==> config.mk <==
export PLATFORM = sky130hd
export DESIGN_NAME = lpc_io_target
export DESIGN_NICKNAME = d
export VERILOG_FILES = /design/src/rtl/lpc_pkg.sv /design/src/rtl/lpc_nibble_shifter.sv /design/src/rtl/lpc_io_target.sv
export SDC_FILE = /design/constraint.sdc
export NUM_CORES = 1
export LEC_CHECK = 0
export CAP_MARGIN = 20
export CELL_PAD_IN_SITES_DETAIL_PLACEMENT = 1
export CELL_PAD_IN_SITES_GLOBAL_PLACEMENT = 1
export CORE_UTILIZATION = 35
export CTS_CLUSTER_SIZE = 8
export DETAILED_ROUTE_END_ITERATION = 12
export GPL_TIMING_DRIVEN = 0
export PLACE_DENSITY_LB_ADDON = 0.12
export RECOVER_POWER = 25
export SYNTH_ARGS = -nofsm -noshare
export SYNTH_HDL_FRONTEND = slang
export SYNTH_SLANG_ARGS = --single-unit
export TNS_END_PERCENT = 20
==> constraint.sdc <==
create_clock -name clk_i -period 2.6 [get_ports clk_i]
set_clock_uncertainty 0.2 [all_clocks]
set_input_delay 0.52 -clock clk_i [delete_from_list [all_inputs] [get_ports clk_i]]
set_output_delay 0.52 -clock clk_i [all_outputs]
set_load 0.005 [all_outputs]
==> src/rtl/lpc_pkg.sv <==
// Shared definitions for the LPC I/O / memory target: FSM states,
// CYCTYPE direction field codes and the nibble codes the target drives.
package lpc_pkg;

  typedef enum logic [3:0] {
    ST_IDLE    = 4'd0,
    ST_CYCTYPE = 4'd1,
    ST_ADDR    = 4'd2,
    ST_DATA    = 4'd3,
    ST_HTAR1   = 4'd4,
    ST_HTAR2   = 4'd5,
    ST_SWAIT   = 4'd6,
    ST_SRDY    = 4'd7,
    ST_SERR    = 4'd8,
    ST_RD0     = 4'd9,
    ST_RD1     = 4'd10,
    ST_PTAR1   = 4'd11,
    ST_PTAR2   = 4'd12
  } lpc_state_e;

  // CYCTYPE lad[3:2]
  localparam logic [1:0] CYC_IO  = 2'b00;
  localparam logic [1:0] CYC_MEM = 2'b01;

  // Nibble codes
  localparam logic [3:0] LAD_START  = 4'b0000;
  localparam logic [3:0] SYNC_READY = 4'b0000;
  localparam logic [3:0] SYNC_LWAIT = 4'b0110;
  localparam logic [3:0] SYNC_ERROR = 4'b1010;
  localparam logic [3:0] LAD_TAR    = 4'b1111;

endpackage

==> src/rtl/lpc_nibble_shifter.sv <==
// MSB-first nibble shift register with a nibble counter; used for the
// address field and then, after a clear, for the write data byte.
module lpc_nibble_shifter #(
  parameter int W = 28
) (
  input  logic         clk_i,
  input  logic         rst_i,
  input  logic         clr_i,
  input  logic         shift_i,
  input  logic [3:0]   nib_i,
  output logic [W-1:0] data_o,
  output logic [3:0]   cnt_o
);

  logic [W-1:0] data_q, data_d;
  logic [3:0]   cnt_q, cnt_d;

  // Next-state: clear wins over shift
  always_comb begin
    data_d = data_q;
    cnt_d  = cnt_q;
    if (clr_i) begin
      data_d = '0;
      cnt_d  = 4'd0;
    end else if (shift_i) begin
      data_d = {data_q[W-5:0], nib_i};
      cnt_d  = cnt_q + 4'd1;
    end
  end

  // Nibble counter is control state and is reset
  always_ff @(posedge clk_i) begin
    if (rst_i) cnt_q <= 4'd0;
    else       cnt_q <= cnt_d;
  end

  // Shift data is only meaningful after a clear, so it carries no reset
  always_ff @(posedge clk_i) begin
    data_q <= data_d;
  end

  assign data_o = data_q;
  assign cnt_o  = cnt_q;

endmodule

==> src/rtl/lpc_io_target.sv <==
// LPC target for I/O and memory cycles: decodes START/CYCTYPE/ADDR/DATA,
// hands the access to a simple req/ack backend, answers with SYNC codes,
// returns read data and performs the peripheral turnaround.
module lpc_io_target
  import lpc_pkg::*;
#(
  parameter logic [15:0] IO_BASE      = 16'h0000,
  parameter logic [15:0] IO_MASK      = 16'hFF00,
  parameter logic [31:0] MEM_BASE     = 32'hFED4_0000,
  parameter logic [31:0] MEM_MASK     = 32'hFFFF_0000,
  parameter logic [7:0]  SYNC_TIMEOUT = 8'd32
) (
  input  logic        clk_i,
  input  logic        rst_i,
  input  logic        lframe_i,
  input  logic [3:0]  lad_i,
  output logic [3:0]  lad_o,
  output logic        lad_oe_o,
  output logic        req_o,
  output logic        we_o,
  output logic        mem_o,
  output logic [31:0] addr_o,
  output logic [7:0]  wdata_o,
  input  logic [7:0]  rdata_i,
  input  logic        ack_i,
  output logic [3:0]  state_o
);

  lpc_state_e  state_q;
  logic [3:0]  lad_q;
  logic        lad_oe_q, req_q, we_q, mem_q, hit_q, acked_q;
  logic [31:0] addr_q;
  logic [7:0]  wdata_q, rdata_q, tmo_q;

  logic [27:0] sh_data;
  logic [3:0]  sh_cnt;
  logic        sh_clr, sh_en;
  logic        addr_last, data_last, hit;
  logic [31:0] full_addr;
  logic        ack_now, acked_now;
  lpc_state_e  sync_state_d;
  logic [3:0]  sync_lad_d;
  logic [7:0]  tmo_d;

  lpc_nibble_shifter #(.W(28)) u_shift (
    .clk_i   (clk_i),
    .rst_i   (rst_i),
    .clr_i   (sh_clr),
    .shift_i (sh_en),
    .nib_i   (lad_i),
    .data_o  (sh_data),
    .cnt_o   (sh_cnt)
  );

  // Field framing and address decode, including the nibble on the bus now
  always_comb begin
    addr_last = (sh_cnt == (mem_q ? 4'd7 : 4'd3));
    data_last = (sh_cnt == 4'd1);
    full_addr = mem_q ? {sh_data[27:0], lad_i} : {16'h0000, sh_data[11:0], lad_i};
    if (mem_q) hit = ((full_addr & MEM_MASK) == (MEM_BASE & MEM_MASK));
    else       hit = ((full_addr[15:0] & IO_MASK) == (IO_BASE & IO_MASK));
    sh_clr = (state_q == ST_CYCTYPE) || ((state_q == ST_ADDR) && addr_last);
    sh_en  = ((state_q == ST_ADDR) || (state_q == ST_DATA)) && lframe_i && !sh_clr;
  end

  // Choice of the next SYNC nibble: ready once acked, error after the wait budget
  always_comb begin
    ack_now      = req_q && ack_i;
    acked_now    = acked_q || ack_now;
    sync_state_d = ST_SWAIT;
    sync_lad_d   = SYNC_LWAIT;
    tmo_d        = tmo_q + 8'd1;
    if (acked_now) begin
      sync_state_d = ST_SRDY;
      sync_lad_d   = SYNC_READY;
      tmo_d        = 8'd0;
    end else if (tmo_q >= SYNC_TIMEOUT) begin
      sync_state_d = ST_SERR;
      sync_lad_d   = SYNC_ERROR;
      tmo_d        = tmo_q;
    end
  end

  // Cycle FSM with registered bus and backend outputs
  always_ff @(posedge clk_i) begin
    if (rst_i) begin
      state_q  <= ST_IDLE;
      lad_q    <= 4'h0;
      lad_oe_q <= 1'b0;
      req_q    <= 1'b0;
      we_q     <= 1'b0;
      mem_q    <= 1'b0;
      hit_q    <= 1'b0;
      acked_q  <= 1'b0;
      addr_q   <= 32'h0;
      wdata_q  <= 8'h00;
      rdata_q  <= 8'h00;
      tmo_q    <= 8'h00;
    end else begin
      if (ack_now) begin
        req_q   <= 1'b0;
        acked_q <= 1'b1;
        rdata_q <= rdata_i;
      end
      if ((state_q != ST_IDLE) && !lframe_i) begin
        // Abort: release everything, then treat this clock as a START candidate
        lad_oe_q <= 1'b0;
        lad_q    <= 4'h0;
        req_q    <= 1'b0;
        acked_q  <= 1'b0;
        tmo_q    <= 8'h00;
        state_q  <= (lad_i == LAD_START) ? ST_CYCTYPE : ST_IDLE;
      end else begin
        case (state_q)
          ST_IDLE: begin
            if (!lframe_i && (lad_i == LAD_START)) begin
              state_q <= ST_CYCTYPE;
              acked_q <= 1'b0;
              tmo_q   <= 8'h00;
            end
          end
          ST_CYCTYPE: begin
            if ((lad_i[3:2] == CYC_IO) || (lad_i[3:2] == CYC_MEM)) begin
              we_q    <= lad_i[1];
              mem_q   <= lad_i[2];
              state_q <= ST_ADDR;
            end else begin
              state_q <= ST_IDLE;
            end
          end
          ST_ADDR: begin
            if (addr_last) begin
              addr_q <= full_addr;
              if (we_q) begin
                hit_q   <= hit;
                state_q <= ST_DATA;
              end else if (hit) begin
                req_q   <= 1'b1;
                state_q <= ST_HTAR1;
              end else begin
                state_q <= ST_IDLE;
              end
            end
          end
          ST_DATA: begin
            if (data_last) begin
              wdata_q <= {lad_i, sh_data[3:0]};
              if (hit_q) begin
                req_q   <= 1'b1;
                state_q <= ST_HTAR1;
              end else begin
                state_q <= ST_IDLE;
              end
            end
          end
          ST_HTAR1: state_q <= ST_HTAR2;
          ST_HTAR2, ST_SWAIT: begin
            state_q  <= sync_state_d;
            lad_q    <= sync_lad_d;
            lad_oe_q <= 1'b1;
            tmo_q    <= tmo_d;
            if (sync_state_d == ST_SERR) req_q <= 1'b0;
          end
          ST_SRDY: begin
            if (!we_q) begin
              state_q <= ST_RD0;
              lad_q   <= rdata_q[3:0];
            end else begin
              state_q <= ST_PTAR1;
              lad_q   <= LAD_TAR;
            end
          end
          ST_SERR: begin
            state_q <= ST_PTAR1;
            lad_q   <= LAD_TAR;
          end
          ST_RD0: begin
            state_q <= ST_RD1;
            lad_q   <= rdata_q[7:4];
          end
          ST_RD1: begin
            state_q <= ST_PTAR1;
            lad_q   <= LAD_TAR;
          end
          ST_PTAR1: begin
            state_q  <= ST_PTAR2;
            lad_oe_q <= 1'b0;
            lad_q    <= 4'h0;
          end
          ST_PTAR2: state_q <= ST_IDLE;
          default:  state_q <= ST_IDLE;
        endcase
      end
    end
  end

  assign lad_o    = lad_q;
  assign lad_oe_o = lad_oe_q;
  assign req_o    = req_q;
  assign we_o     = we_q;
  assign mem_o    = mem_q;
  assign addr_o   = addr_q;
  assign wdata_o  = wdata_q;
  assign state_o  = state_q;

endmodule

# --- Yosys cells after proc, flatten, opt, wreduce, memory -nomap -nowiden ---
# Cells that the tools add are included.
totals:
  register_bits: 102
  output_inout_bits: 52
op_classes:
  n_eq_ne: 21
  order_cmp: 1
  n_mux: 36
  n_reduce_logical: 30
  n_bitwise: 1
  addsub: 2
op_table:
  columns: ["op", "n"]
  rows:
  - ["4-bit one-hot mux with 10 select lines", 1]
  - ["4-bit two-way mux", 9]
  - ["32-bit two-way mux", 1]
  - ["8-bit two-way mux", 3]
  - ["4-bit equality test (second input constant)", 5]
  - ["4-bit one-hot mux with 5 select lines", 1]
  - ["16-bit equality test (second input constant)", 1]
  - ["4-bit by 3-bit equality test with 1-bit output (second input constant)", 4]
  - ["16-bit zero test", 1]
  - ["8-bit one-hot mux with 2 select lines", 1]
  - ["3-bit AND reduction", 5]
  - ["1-bit two-way mux", 12]
  - ["3-bit two-way mux", 4]
  - ["8-bit by 1-bit adder with 8-bit output (second input constant)", 1]
  - ["4-bit by 1-bit equality test with 1-bit output (second input constant)", 2]
  - ["4-bit by 2-bit equality test with 1-bit output (second input constant)", 2]
  - ["8-bit by 6-bit greater-or-equal comparator with 1-bit output (second input constant)", 1]
  - ["4-bit zero test", 2]
  - ["2-bit OR reduction", 4]
  - ["1-bit logical AND", 6]
  - ["3-bit by 2-bit != test with 1-bit output (second input constant)", 2]
  - ["3-bit != test (second input constant)", 2]
  - ["5-bit nonzero test", 1]
  - ["4-bit by 1-bit adder with 4-bit output (second input constant)", 1]
  - ["13 further kinds", 19]

# --- Longest topological paths before layout ---
depth:
  ltp_word: 8
  ltp_mapped: 8
  ltp_nobuf: 7

# --- By module ---
# Synthesis repeated with hierarchy kept, for this count alone.
unflattened:
  hier_cells: 515
  hier_area_um2: 4450.5
by_module_without_submodules:
  columns: ["mod", "area_per_inst_um2", "cells_each", "n_inst"]
  rows:
  - ["lpc_io_target", 3240.6, 407, 1]
  - ["lpc_nibble_shifter", 1209.9, 108, 1]

# --- Least setup slack after synthesis ---
# Ideal clock, no wire load.
synth_path:
  kind: "input-to-reg"
  from: "input port lad_i[3]"
  to: "register state_q[1], in the netlist state_o[1]"
  path_stages: 5
  setup_ns: 0.092
  slack_ns: 0.515
  arrival_ns: 1.792
  t_required_ns: 2.308
  n_path_buf: 0
  cell_sequence: "or4_1 -> nor3_4 -> a31oi_1 -> a311o_1 -> o32ai_1"
synth_between:
  elab_chain_cells: 5
synth_rtl:
  columns: ["element", "line_no", "rtl"]
  rows:
  - ["start: declaration", "lpc_io_target.sv:16", "input logic [3:0] lad_i,"]
  - ["2-bit by 1-bit equality test with 1-bit output or 2-bit zero test (tied branches)", "lpc_io_target.sv:123", "if ((lad_i[3:2] == CYC_IO) || (lad_i[3:2] == CYC_MEM)) begin"]
  - ["1-bit logical OR", "lpc_io_target.sv:123", null]
  - ["2-bit two-way mux", "lpc_io_target.sv:123", null]
  - ["4-bit one-hot mux with 10 select lines", "lpc_io_target.sv:114", "case (state_q)"]
  - ["4-bit two-way mux", "lpc_io_target.sv:105", "if ((state_q != ST_IDLE) && !lframe_i) begin"]
  - ["end signal: assignment", "lpc_io_target.sv:112", "state_q <= (lad_i == LAD_START) ? ST_CYCTYPE : ST_IDLE;"]
  - ["end signal: assignment", "lpc_io_target.sv:158", "state_q <= sync_state_d;"]
  - ["end: declaration", "lpc_io_target.sv:29", "lpc_state_e state_q;"]
# Parallel ways exist; a longest one is shown, timed or not.
# A chain may end at the register's enable or synchronous reset.

# --- Worst setup path in the final report ---
layout_path:
  from: "input port lad_i[1]"
  to: "register state_q[2], in the netlist state_o[2]"
layout_between:
  elab_chain_cells: 4
layout_rtl:
  columns: ["element", "line_no", "rtl"]
  rows:
  - ["4-bit zero test", "lpc_io_target.sv:116", "if (!lframe_i && (lad_i == LAD_START)) begin"]
  - ["1-bit logical AND", "lpc_io_target.sv:116", null]
  - ["3-bit != test (no source line)", null, null]
  - ["3-bit AND reduction (no source line)", null, null]
# Every way passes these cells.

==> metrics.txt <==
status finished, violations left; violated checks DRC; via count 4,072; CTS buffer count 9; # fillers between 1,000 and 1,500; I/O pins 68; Port-buffer cells 65; Setup CP Type in2reg; DRC violations left 2; Max-slew headroom roughly 57%; RSZ-0062 raised after global routing false; final wirelength about 13,000 um; multi-input logic area 0.00205 mm^2; Cells after Synth 544; area grow syn2layout 25.9%; VDD IR max 449 uV; Pwr Total 2.94 mW; Post-synth EDFFs 0; max-capacitance violation count 0; P_leak 1.93 nW; Largest delay share family, worst path simple AND/OR/NAND/NOR gates; pwr/cell area 549 mW/mm^2; DRT Pass-1 Iters 8; H-tree depth 3; GP Congestion between 0.8 and 0.9; WL/cell 16.4 um; Synth Flop Type dfxtp_1; Crit-path slowest cell or4_1; Avg Inst Size Synth 7.83 um^2; Die Width approximately 110 um; post-DP HPWL approximately 9200 um; Final setup viols 0; asr flop ratio synth 0%; CP bufs+invs 1; CP Data Arrival Time 2520 ps; initial antenna violation count 0; fin. max-slew vios 0; YS warnings 0; Die Y 112 um; 1st-iter DRT viols 193; Initial Util approximately 37%; clk buf depth 2; cts repair resizes 0; CP max stage delay 600 ps; Hold/Removal Path Class reg2reg; Vias per Instance 5.31; Netlist cell types about 50; Cell Area, Synth 0.00426 mm^2; post-route ant nets 0; largest net degree at the start of global routing 17; Clk pin slew, worst setup/hold paths 70 ps; grt met3 use 5.24%; Core Area 0.0117 mm^2; Crit Path Max Fanout 5; min Tclk post-route 2440 ps; period utilization 93.9%; Final nets 640; Syn Nets 564; cells along the critical path clkdlybuf4s50_1, or4_1, nor3_4, a31oi_1, a311o_1, a21oi_1; global route overflow 0; vias in the first global route 4,226; met1 usage between 20% and 30%; share of cells above drive strength 1 4.01%; TritonCTS clock tree yes; Register Area 0.00204 mm^2; final hold violations 0; Tightest Pin Transition 642 ps; f_max slightly above 0.4 GHz; Final Util 46.0%; clk_lat worst skew between 300 and 400 ps; CTS sink cnt 102; most frequent cells in the layout nand2_1 (133), dfxtp_1 (102), a21oi_1 (83); hold buffer count at cts 0; antenna fix cells 0; Die ar. roughly 0.013 mm^2; met2 usage 36.3%; GRT Max-Usage Layer met2; Post-CTS Setup Bufs 0; FF+latch count, synth 102; Clock Tree Root clkbuf_16; Seq/Total Area, Yosys 47.9%; first-pass GRT wire length 21,000 um; commonest non-fill, non-tap cell in the layout nand2_1; # rows 39; Crit. End Element flop; startpoint types input port; GRT Total Usage about a fifth; Worst Path Required 2680 ps
worst reg2reg max path: stages, from the launching register on:
cell and delay (ps):
dfxtp_1 470, clkbuf_1 400, and2_1 280, nand4_1 480
mux2i_1 320, nor2_1 60
cell families (layout without fill, tap and decap cells):
| kind of cell | Yosys count | in the layout | synth area share (%) |
|---|---|---|---|
| buf+inv | 43 | 123 | 3.99 |
| simple gates | 253 | 253 | 26.4 |
| flops | 102 | 102 | 47.9 |
| mux | 10 | 10 | 2.35 |
| compound gates | 125 | 125 | 16.7 |
| xor+xnor | 6 | 6 | 1.23 |
| fa+ha+maj | 5 | 5 | 1.41 |
synth_stat cells, types with 2 or more instances:
cell type | number | area (um^2)
a311oi_1 | 3 | 26.3
ha_1 | 4 | 50.1
nand2_1 | 133 | 499
mux2i_1 | 10 | 100
and2_1 | 6 | 37.5
dfxtp_1 | 102 | 2040
xor2_1 | 3 | 26.3
o31ai_1 | 2 | 15.0
nand3_1 | 26 | 130
buf_1 | 3 | 11.3
o22ai_1 | 3 | 18.8
o21ai_1 | 4 | 20.0
nand4_1 | 3 | 18.8
nor3b_1 | 2 | 15.0
a21o_1 | 2 | 15.0
nor4_1 | 5 | 31.3
or4_4 | 2 | 22.5
buf_2 | 7 | 35.0
a22o_1 | 2 | 17.5
xnor2_1 | 3 | 26.3
a21oi_1 | 83 | 415
nor2_1 | 42 | 158
nand2b_1 | 8 | 50.1
a211oi_1 | 2 | 15.0
o21ai_0 | 7 | 35.0
o32ai_1 | 3 | 26.3
nor3_1 | 17 | 85.1
a31oi_1 | 4 | 25.0
clkbuf_1 | 27 | 101
o221ai_1 | 2 | 17.5
inv_1 | 6 | 22.5
power breakdown:
group	internal [mW]	switching (mW)
sequential	1.56	0.00339
clock	0.678	0.615
combinational	0.0352	0.0485
total	2.28	0.667
sequential cells by signal, indices dropped and copies added, names as in the netlist:
signal / cells
rdata_q: 8
mem_o: 1
acked_q: 1
tmo_q: 8
we_o: 1
lad_oe_o: 1
addr_o: 32
req_o: 1
u_shift.data_o: 28
u_shift.cnt_o: 4
hit_q: 1
lad_o: 4
state_o: 4
wdata_o: 8
stage by stage:
step	TNS [ps]	hold slack (ps)	cell area [um^2]	std cells	setup WS, ps
after floorplan	0	236	4260	544	515
after global placement	-869	242	5090	752	-188
after detailed placement	-962	244	5090	752	-209
after CTS	0	258	5370	767	160
after global routing	0	272	5360	767	50.5
final	0	253	5360	767	158
path summary, 6_finish.rpt:
path	start	end	slack, ps	cells after the start
setup reg to reg	state_o[0]$_SDFFE_PP0P_	wdata_o[7]$_SDFFE_PP0P_	260	5
hold / removal	addr_o[16]$_SDFFE_PP0P_	addr_o[16]$_SDFFE_PP0P_	250	2
setup / recovery	lad_i[1]	state_o[2]$_SDFFE_PP0P_	160	6
hold reg to reg	addr_o[16]$_SDFFE_PP0P_	addr_o[16]$_SDFFE_PP0P_	250	2
layer usage:
layer	wire length [um]	vias to the layer above	part of all wire (%)
met5	0	-	0
met4	190	0	1.5
met3	360	17	2.9
met2	6210	52	49
met1	5790	1987	46
li1	-	2016	-
final cells by class:
class	instances	share of cell area, %
Buffer	37	2.73
Clock buffer	11	4.53
Clock inverter	4	0.583
Inverter	6	0.420
Multi-Input combinational cell	399	38.2
Sequential cell	102	38.1
Tap cell	143	3.34
Timing Repair Buffer	65	12.1
Power figures use the tool's default switching activity.
